[config.mk]
export PLATFORM = sky130hd
export DESIGN_NAME = mesh_edge_ni
export DESIGN_NICKNAME = d
export VERILOG_FILES = /design/src/rtl/noc_types_pkg.sv /design/src/rtl/ni_fifo.sv /design/src/rtl/mesh_edge_ni.sv
export SDC_FILE = /design/constraint.sdc
export NUM_CORES = 1
export LEC_CHECK = 0
export BUFFER_PORTS_ARGS = -buffer_cell sky130_fd_sc_hd__buf_2
export CORE_MARGIN = 1
export CORE_UTILIZATION = 50
export CTS_CLUSTER_SIZE = 30
export DETAILED_ROUTE_END_ITERATION = 7
export PLACE_DENSITY_LB_ADDON = 0.08
export RECOVER_POWER = 50
export SLEW_MARGIN = 40
export SYNTH_ARGS = -nofsm -noshare
export SYNTH_HDL_FRONTEND = slang
export SYNTH_HIERARCHICAL = 1
export SYNTH_SLANG_ARGS = --single-unit
export TNS_END_PERCENT = 100
[constraint.sdc]
create_clock -name clk -period 7.1 [get_ports clk]
set_clock_uncertainty 0.05 [all_clocks]
set_input_delay 1.42 -clock clk [delete_from_list [all_inputs] [get_ports clk]]
set_output_delay 1.42 -clock clk [all_outputs]
set_load 0.03 [all_outputs]
[src/rtl/noc_types_pkg.sv]
// Shared NoC types for the mesh edge network interface: default field widths,
// flit layout and ejection FSM state encoding.
package noc_types;

  localparam int unsigned NOC_COORD_W = 4;
  localparam int unsigned NOC_DATA_W  = 32;
  localparam int unsigned NOC_FLIT_W  = 2 * NOC_COORD_W + NOC_DATA_W;

  typedef struct packed {
    logic [NOC_COORD_W-1:0] dest_x;
    logic [NOC_COORD_W-1:0] dest_y;
    logic [NOC_DATA_W-1:0]  payload;
  } flit_t;

  typedef enum logic {
    EJ_IDLE = 1'b0,
    EJ_FULL = 1'b1
  } ej_state_t;

  function automatic flit_t make_flit(input logic [NOC_COORD_W-1:0] x,
                                      input logic [NOC_COORD_W-1:0] y,
                                      input logic [NOC_DATA_W-1:0]  d);
    flit_t f;
    f.dest_x  = x;
    f.dest_y  = y;
    f.payload = d;
    return f;
  endfunction

endpackage

[src/rtl/ni_fifo.sv]
// Synchronous FIFO with valid/ready on both sides; ready reflects the registered
// occupancy count, so a full FIFO refuses a push even when a pop occurs that cycle.
module ni_fifo #(
  parameter int unsigned WIDTH = 40,
  parameter int unsigned DEPTH = 4
) (
  input  logic             clk,
  input  logic             rst,
  input  logic             in_valid,
  input  logic [WIDTH-1:0] in_data,
  output logic             in_ready,
  output logic             out_valid,
  output logic [WIDTH-1:0] out_data,
  input  logic             out_ready
);

  localparam int unsigned PTR_W = (DEPTH > 1) ? $clog2(DEPTH) : 1;
  localparam int unsigned CNT_W = PTR_W + 1;

  logic [WIDTH-1:0] mem [DEPTH];
  logic [PTR_W-1:0] wr_ptr;
  logic [PTR_W-1:0] rd_ptr;
  logic [CNT_W-1:0] count;
  logic             full;
  logic             push;
  logic             pop;

  assign full      = (count == CNT_W'(DEPTH));
  assign in_ready  = !full;
  assign out_valid = (count != '0);
  assign push      = in_valid && in_ready;
  assign pop       = out_valid && out_ready;
  assign out_data  = out_valid ? mem[rd_ptr] : '0;

  always_ff @(posedge clk or negedge rst) begin
    if (!rst) begin
      wr_ptr <= '0;
      rd_ptr <= '0;
      count  <= '0;
      for (int unsigned i = 0; i < DEPTH; i++) begin
        mem[i] <= '0;
      end
    end else begin
      if (push) begin
        mem[wr_ptr] <= in_data;
        wr_ptr      <= wr_ptr + PTR_W'(1);
      end
      if (pop) begin
        rd_ptr <= rd_ptr + PTR_W'(1);
      end
      count <= count + CNT_W'(push) - CNT_W'(pop);
    end
  end

endmodule

[src/rtl/mesh_edge_ni.sv]
// Network interface for one mesh edge port: injection FIFO toward the mesh and a
// one-entry ejection hold register. Optional statistics counters under NI_STATS_EN.
module mesh_edge_ni
  import noc_types::*;
#(
  parameter int unsigned DATA_WIDTH = NOC_DATA_W,
  parameter int unsigned COORD_W    = NOC_COORD_W,
  parameter int unsigned FIFO_DEPTH = 4,
  parameter int unsigned MY_X       = 0,
  parameter int unsigned MY_Y       = 1,
  parameter int unsigned FLIT_W     = 2 * COORD_W + DATA_WIDTH
) (
  input  logic                  clk,
  input  logic                  rst,
  input  logic                  inj_valid,
  input  logic [COORD_W-1:0]    inj_dest_x,
  input  logic [COORD_W-1:0]    inj_dest_y,
  input  logic [DATA_WIDTH-1:0] inj_data,
  output logic                  inj_ready,
  output logic                  mesh_out_valid,
  output logic [FLIT_W-1:0]     mesh_out_flit,
  input  logic                  mesh_out_ready,
  input  logic                  mesh_in_valid,
  input  logic [FLIT_W-1:0]     mesh_in_flit,
  output logic                  mesh_in_ready,
  output logic                  ej_valid,
  output logic [DATA_WIDTH-1:0] ej_data,
  input  logic                  ej_ready,
  output logic                  misroute
`ifdef NI_STATS_EN
  ,
  output logic [15:0]           stat_inj_cnt,
  output logic [15:0]           stat_ej_cnt,
  output logic [15:0]           stat_drop_cnt
`endif
);

  localparam logic [COORD_W-1:0] MY_X_C = COORD_W'(MY_X);
  localparam logic [COORD_W-1:0] MY_Y_C = COORD_W'(MY_Y);

  // Held low through reset and set on the first clock after release, so both
  // ready outputs stay low while rst is asserted.
  logic alive;

  always_ff @(posedge clk or negedge rst) begin
    if (!rst) begin
      alive <= 1'b0;
    end else begin
      alive <= 1'b1;
    end
  end

  logic fifo_in_ready;

  ni_fifo #(
    .WIDTH (FLIT_W),
    .DEPTH (FIFO_DEPTH)
  ) u_fifo (
    .clk       (clk),
    .rst       (rst),
    .in_valid  (inj_valid && alive),
    .in_data   ({inj_dest_x, inj_dest_y, inj_data}),
    .in_ready  (fifo_in_ready),
    .out_valid (mesh_out_valid),
    .out_data  (mesh_out_flit),
    .out_ready (mesh_out_ready)
  );

  assign inj_ready = alive && fifo_in_ready;

  logic [COORD_W-1:0]    in_dest_x;
  logic [COORD_W-1:0]    in_dest_y;
  logic [DATA_WIDTH-1:0] in_payload;
  logic                  dest_match;

  assign in_dest_x  = mesh_in_flit[FLIT_W-1 -: COORD_W];
  assign in_dest_y  = mesh_in_flit[DATA_WIDTH +: COORD_W];
  assign in_payload = mesh_in_flit[DATA_WIDTH-1:0];
  assign dest_match = (in_dest_x == MY_X_C) && (in_dest_y == MY_Y_C);

  ej_state_t state;
  ej_state_t state_next;
  logic      load;
  logic      misroute_next;

  always_ff @(posedge clk or negedge rst) begin
    if (!rst) begin
      state <= EJ_IDLE;
    end else begin
      state <= state_next;
    end
  end

  always_comb begin
    state_next    = state;
    mesh_in_ready = 1'b0;
    ej_valid      = 1'b0;
    load          = 1'b0;
    misroute_next = 1'b0;
    case (state)
      EJ_IDLE: begin
        mesh_in_ready = alive;
        if (mesh_in_valid && alive) begin
          if (dest_match) begin
            load       = 1'b1;
            state_next = EJ_FULL;
          end else begin
            misroute_next = 1'b1;
          end
        end
      end
      EJ_FULL: begin
        ej_valid = 1'b1;
        if (ej_ready) begin
          state_next = EJ_IDLE;
        end
      end
      default: state_next = EJ_IDLE;
    endcase
  end

  always_ff @(posedge clk or negedge rst) begin
    if (!rst) begin
      ej_data  <= '0;
      misroute <= 1'b0;
    end else begin
      misroute <= misroute_next;
      if (load) begin
        ej_data <= in_payload;
      end
    end
  end

`ifdef NI_STATS_EN
  always_ff @(posedge clk or negedge rst) begin
    if (!rst) begin
      stat_inj_cnt  <= '0;
      stat_ej_cnt   <= '0;
      stat_drop_cnt <= '0;
    end else begin
      if (mesh_out_valid && mesh_out_ready && (stat_inj_cnt != '1)) begin
        stat_inj_cnt <= stat_inj_cnt + 16'd1;
      end
      if (ej_valid && ej_ready && (stat_ej_cnt != '1)) begin
        stat_ej_cnt <= stat_ej_cnt + 16'd1;
      end
      if (misroute && (stat_drop_cnt != '1)) begin
        stat_drop_cnt <= stat_drop_cnt + 16'd1;
      end
    end
  end
`endif

endmodule

==> impl_metrics.py, run 1 <==
metrics = {
    "critical_path": {
        "reg2reg_depth": 9,
        "rrSetupSlack_ps": 3850,
        "worstPathArrival_ps": 2630,
        "cp_top_family": "simple AND/OR/NAND/NOR gates",
        "crit_chain": "or3_1 > and2_1 > buf_2",
        "critPathSlowestCell": "or3_1",
        "critPathMaxStageDelay_ps": 1160,
        "crit_type": "reg2out",
        "worstPathRequired_ps": 5630,
        "timing.rr.start": "u_fifo/count[1]",
        "start_kind": "flop",
        "cp_max_fo": 43,
        "r2r-end": "u_fifo/count[2]",
        "end_kind": "output pin",
        "critical_path.n_buffers_inverters": 1,
    },
    "placed_design": {
        "place_area_um2": 10700,
        "portBuffers": 162,
        "place_hpwl_um": 12200,
        "gp_congestion": 0.707,
    },
    "clock_network": {
        "h-tree-depth": 1,
        "cts_resized": 0,
        "clkTransAtPathRegs_ps": 60,
        "postCtsHoldBufs": 0,
        "post_cts_buffers": 0,
        "cts_buffers": 23,
        "cts.sinks": 202,
        "clk_latency_ps": 500,
        "cts_tree": "yes",
        "cts_buffer_depth": 3,
        "cts-root-buf": "clkbuf_16",
    },
    "synthesis": {
        "synth_warnings": 6,
        "synthCells": 551,
        "async_flop_share_pct": 100,
        "synth_common_cells": "dfrtp_1 (202), mux2_4 (189), and2_1 (43), mux4_2 (40), buf_12 (16)",
        "syn-cell-area_um2": 9900,
        "synth.top_cell.area_share_pct": 51.0,
        "synthFlopType": "dfrtp_1",
        "yosysSeqAreaShare_pct": 51.0,
        "avgSynthCellArea_um2": 18.0,
        "synthTopCellsByArea": "dfrtp_1 (51%), mux2_4 (29%), mux4_2 (9.1%), buf_12 (3.2%), and2_1 (2.7%)",
        "synth_edf_count": 0,
        "yosysTopAreaCell": "dfrtp_1",
        "syn_nets": 644,
        "ys_ff_latch": 202,
        "ys_types": 27,
        "yosysMostFrequentCell": "dfrtp_1",
    },
    "drt": {
        "firstDrtPassIters": 4,
        "first_iter_violations": 199,
        "viasPerCell": 5.24,
        "antenna_left": 0,
        "drc": 0,
        "wl_per_cell_um": 19.9,
        "wl_um": 19600,
        "vias": 5176,
    },
    "power": {
        "p_per_area_nw_per_um2": 486,
        "p_switching_mw": 1.88,
        "internal_power_mw": 3.61,
        "p_clk_share_pct": 20.1,
        "power_frac_comb_pct": 43.8,
        "p_seq_share_pct": 36.0,
        "vdd_ir_drop_max_mv": 0.182,
        "swShare_pct": 34.2,
        "total_leakage_power_nw": 5.45,
    },
    "status": {
        "outcome": "finished with violations",
        "violations": "max-capacitance violations, max-slew violations",
    },
    "floorplan": {
        "die_h_um": 143,
        "initial_core_util_pct": 50.9,
        "die-area_um2": 20400,
        "fp.dieW_um": 143,
        "rows": 51,
        "core_area_um2": 19500,
        "io_pins": 163,
    },
    "global_route": {
        "grt_max_degree": 91,
        "track_usage_pct": 20.4,
        "top_usage_layer": "met2",
        "first_global_vias": 5833,
        "grtUsageMet1_pct": 29.0,
        "grtUsageMet2_pct": 32.5,
        "grt_use_met3_pct": 4.36,
        "grt_pass1_wl_um": 32100,
        "overflow": 0,
        "grt_antenna_before_repair": 2,
    },
    "sta": {
        "rsz0062_at_grt": "false",
        "setup_viol": 0,
        "finalHoldViolCount": 0,
        "worstMarginPinSlew_ps": 1640,
        "fin_crit_sh_pct": 57.8,
        "max-slew-margin-rel_pct": -9.11,
        "min_period_ps": 4100,
        "fmaxAchievable_mhz": 244,
        "final-max-slew-violation-count": 71,
        "setup-tns-final_ps": 0,
    },
    "hold_path": {
        "min_path_cells": 1,
        "hold_path_class": "reg2reg",
        "worstHoldStart": "u_fifo/mem[63]",
        "hold_end": "u_fifo/mem[63]",
    },
    "layout": {
        "seq_area_um2": 5060,
        "fillers": 1567,
        "multiInputGateArea_um2": 4210,
        "n_antenna_cell": 0,
        "drive_above_1_share_pct": 56.6,
        "synthToLayoutAreaGrowth_pct": 14.1,
        "layout.nets": 802,
        "final_area_um2": 11300,
    },
    "job": {
        "cap_viol_max_count": 2,
    },
}
==> cell type report <==
| cell class | count | area share, % |
|---|---|---|
| Inverter | 6 | 0.199 |
| Clock inverter | 4 | 0.399 |
| Timing Repair Buffer | 172 | 8.64 |
| Clock buffer | 35 | 5.76 |
| Multi-Input combinational cell | 304 | 37.3 |
| Tap cell | 265 | 2.93 |
| Sequential cell | 202 | 44.8 |
==> state kept, by name, summed over array words and instances (netlist names) <==
signal	count
u_fifo/wr_ptr	2
u_fifo/rd_ptr	2
misroute	1
u_fifo/mem	160
ej_data	32
alive	1
state	1
u_fifo/count	3
==> logic make-up after synthesis <==
| group | share of synthesized area [%] |
|---|---|
| DFF | 51.0 |
| other | 0.0379 |
| adders and majority gates | 0.960 |
| AOI/OAI and AO/OA | 0.101 |
| xor gates and xnor gates | 0.442 |
| and+or+nand+nor | 4.21 |
| muxes | 38.2 |
| buffers and inverters | 4.99 |
==> power by group through the flow <==
stage / combinational, mW / clock (mW) / sequential, mW
global route: 2.58 / 1.19 / 2.04
CTS: 2.52 / 1.14 / 1.99
finish: 2.41 / 1.11 / 1.98
global placement: 2.41 / 0 / 2.01
floorplan: 2.11 / 0 / 1.84
detailed placement: 2.52 / 0 / 1.99
==> placed cells by master (no fill, tap or decap), drive strengths merged <==
cell      n
dfrtp   202
clkbuf   37
or3b      1
xnor2     4
nor4      1
and3      4
and2b     1
nand3     1
nand2     2
inv       6
xor2      1
and2     43
o21ai     1
conb      1
nor4b     1
fa        1
a21oi     1
ha        6
bufinv    1
mux4     40
clkinv    3
nand4     1
mux2    193
or3       1
buf     170
==> worst register-to-register path, delay by kind of cell (launching register included) <==
| family | cells | cell delay (ps) |
|---|---|---|
| AND/OR/NAND/NOR | 2 | 1460 |
| adder cells (fa/ha/maj) | 3 | 770 |
| flip-flops | 1 | 430 |
| XOR/XNOR | 2 | 350 |
| buffers and inverters | 2 | 100 |
==> routing by layer <==
metal / up-vias / share of wire, %
met5: - / 0.041
met4: 2 / 1.1
met3: 18 / 5.6
met2: 150 / 47
met1: 2720 / 46
li1: 2286 / -
==> worst max-delay path by stage <==
| stage | start | end | slack [ps] | depth (start not counted) |
|---|---|---|---|---|
| floorplan | u_fifo/rd_ptr[0] | mesh_out_flit[10] | 4010 | 4 |
| global route | u_fifo/count[1] | mesh_out_flit[19] | 2770 | 3 |
| global placement | u_fifo/rd_ptr[0] | mesh_out_flit[4] | 3580 | 3 |
| finish | u_fifo/count[1] | mesh_out_flit[19] | 3000 | 3 |
| detailed placement | u_fifo/rd_ptr[0] | mesh_out_flit[19] | 3680 | 4 |
| CTS | u_fifo/rd_ptr[0] | mesh_out_flit[19] | 3140 | 4 |
==> stage by stage <==
stage / std cells / setup slack (ps) / util (%) / hold WS, ps / total power [mW]
3_3_place_gp: 942 / 3580 / 54.5 / 421 / 4.43
2_1_floorplan: 551 / 4010 / - / 401 / 3.94
5_1_grt: 988 / 2770 / 58.1 / 443 / 5.81
6_report: 988 / 3000 / 58.1 / 428 / 5.50
4_1_cts: 986 / 3140 / 58.6 / 457 / 5.65
3_5_place_dp: 947 / 3680 / 55.0 / 438 / 4.51
(Power assumes the default switching activity.)
==> run 2, diff against run 1 <==
clock period = 3.82 ns   (was 7.1 ns; I/O delays follow)
==> run 2 against run 1 <==
  * The flow still finishes with violations (max-capacitance violations, max-slew violations)
  * Clock power rose by 90%
  * Highest routed layer unchanged
  * Non-clock buffer count rose by 3
  * Hold slack got worse by 270 ps
  * Design area rose by 0.78%
  * Count of clock-buffer cells in the layout fell by 1
  * Die area did not move
  * Via count fell by 0.43%
  * Global-route usage rose by 0.12 points
==> impl_metrics.py, run 2 (synthesis gave the netlist of run 1 again) <==
metrics = {
    "status": {
        "outcome": "finished with violations",
        "violations": "max-capacitance violations, max-slew violations",
    },
    "global_route": {
        "grt_antenna_before_repair": 3,
        "grt_pass1_wl_um": 32300,
        "track_usage_pct": 20.5,
        "grt_max_degree": 95,
        "overflow": 0,
        "first_global_vias": 5726,
    },
    "sta": {
        "final-max-slew-violation-count": 100,
        "setup_ws_ps": 617,
        "rsz0062_at_grt": "false",
        "finalHoldViolCount": 0,
        "worstMarginPinSlew_ps": 2440,
        "max-slew-margin-rel_pct": -62.9,
        "min_period_ps": 3200,
        "fmaxAchievable_mhz": 312,
        "setup_viol": 0,
        "fin_crit_sh_pct": 83.8,
        "setup-tns-final_ps": 0,
    },
    "floorplan": {
        "die-area_um2": 20400,
        "core_area_um2": 19500,
        "io_pins": 163,
        "initial_core_util_pct": 50.9,
        "rows": 51,
        "die_h_um": 143,
        "fp.dieW_um": 143,
    },
    "critical_path": {
        "worstPathRequired_ps": 3010,
        "critPathMaxStageDelay_ps": 730,
        "worstPathArrival_ps": 2390,
        "crit_path_start": "u_fifo/rd_ptr[0]",
        "critPathSlowestCell": "dfrtp_4",
        "crit_chain": "buf_12 > mux4_2 > and2_1 > buf_2",
        "cp_max_fo": 22,
        "start_kind": "flop",
        "end_kind": "output pin",
        "timing.rr.start": "u_fifo/count[1]",
        "crit_type": "reg2out",
    },
    "layout": {
        "fillers": 1553,
        "layout.nets": 804,
        "largest_reg_flops": 160,
        "largest-register": "u_fifo/mem",
        "drive_above_1_share_pct": 57.2,
        "reg.largest.list": "u_fifo/mem: 160 flops, ej_data: 32 flops, u_fifo/count: 3 flops",
        "mostFrequentLayoutCell": "dfrtp_1",
        "synthToLayoutAreaGrowth_pct": 15.0,
        "final_cell_mix": "dfrtp_1 (200), mux2_4 (165), buf_2 (156), and2_1 (42), mux4_2 (40)",
    },
    "hold_path": {
        "hold_path_class": "in2async",
    },
    "clock_network": {
        "h-tree-depth": 1,
        "cts.sinks": 202,
        "cts_resized": 0,
        "post_cts_buffers": 0,
        "cts-root-buf": "clkbuf_16",
        "cts_buffers": 22,
        "clk_latency_ps": 500,
        "clkTransAtPathRegs_ps": 60,
        "postCtsHoldBufs": 0,
        "cts_buffer_depth": 3,
        "cts_tree": "yes",
    },
    "power": {
        "vdd_ir_drop_max_mv": 0.365,
        "internal_power_mw": 6.83,
        "p_per_area_nw_per_um2": 908,
        "swShare_pct": 34.0,
        "p_clk_share_pct": 20.4,
        "p_total_mw": 10.3,
        "p_switching_mw": 3.51,
        "total_leakage_power_nw": 5.48,
        "p_seq_share_pct": 35.4,
        "power_frac_comb_pct": 44.2,
    },
    "drt": {
        "viasPerCell": 5.18,
        "first_iter_violations": 152,
        "firstDrtPassIters": 4,
        "wl_per_cell_um": 19.8,
        "vias": 5154,
        "drc": 0,
        "wl_um": 19700,
        "antenna_left": 0,
    },
    "placed_design": {
        "place_ws_ps": 1040,
        "gp_congestion": 0.701,
        "place_hpwl_um": 12600,
        "portBuffers": 162,
    },
    "job": {
        "cap_viol_max_count": 3,
    },
}
-- run 2: worst paths after layout --
path	end	slack, ps	depth (start not counted)
worst max-delay path	mesh_out_flit[18]	620	4
worst min-delay path	u_fifo/mem[14]	160	1
worst max register to register	u_fifo/count[2]	1120	9
worst min register to register	u_fifo/mem[39]	430	1
max in group asynchronous	u_fifo/mem[4]	850	3
min in group clk	state	410	2
-- run 2: power groups by stage --
stage / clock, mW / sequential (mW) / combinational (mW)
after floorplan: 0 / 3.41 / 3.92
after global placement: 0 / 3.64 / 4.63
after detailed placement: 0 / 3.70 / 4.74
after CTS: 2.18 / 3.68 / 4.76
after global routing: 2.27 / 3.78 / 4.89
final: 2.11 / 3.66 / 4.57
-- run 2: routing by layer --
| metal | wire (um) | GRT usage (%) | vias up |
|---|---|---|---|
| met5 | 13 | 0 | - |
| met2 | 9270 | 32.0 | 147 |
| met1 | 9030 | 29.6 | 2682 |
| li1 | - | - | 2297 |
| met4 | 289 | 4.64 | 2 |
| met3 | 1070 | 4.36 | 26 |
-- run 2: through the flow --
step / util [%] / cells / cell area (um2) / hold WS (ps)
after CTS: 59.1 / 991 / 11500 / 316
after global routing: 58.5 / 993 / 11400 / 178
after global placement: 54.8 / 946 / 10700 / 416
after floorplan: - / 551 / 9900 / 401
final: 58.5 / 995 / 11400 / 158
after detailed placement: 55.3 / 951 / 10800 / 439
-- run 2: critical path: cells and delay by family (launching register included) --
kind / cells / cell delay [ps]
flops: 1 / 730
buf+inv: 2 / 460
simple gates: 1 / 170
mux: 1 / 540
-- run 2: layout make-up --
class	instances	area [um2]	share of cell area, %
diodes	3	7.51	0.0659
clock buffers	34	677	5.94
clock inverters	6	55.1	0.483
inverters	6	22.5	0.198
multi-input cells	304	4240	37.3
flip-flops and latches	202	5060	44.4
well taps	265	332	2.91
repair buffers	175	991	8.70
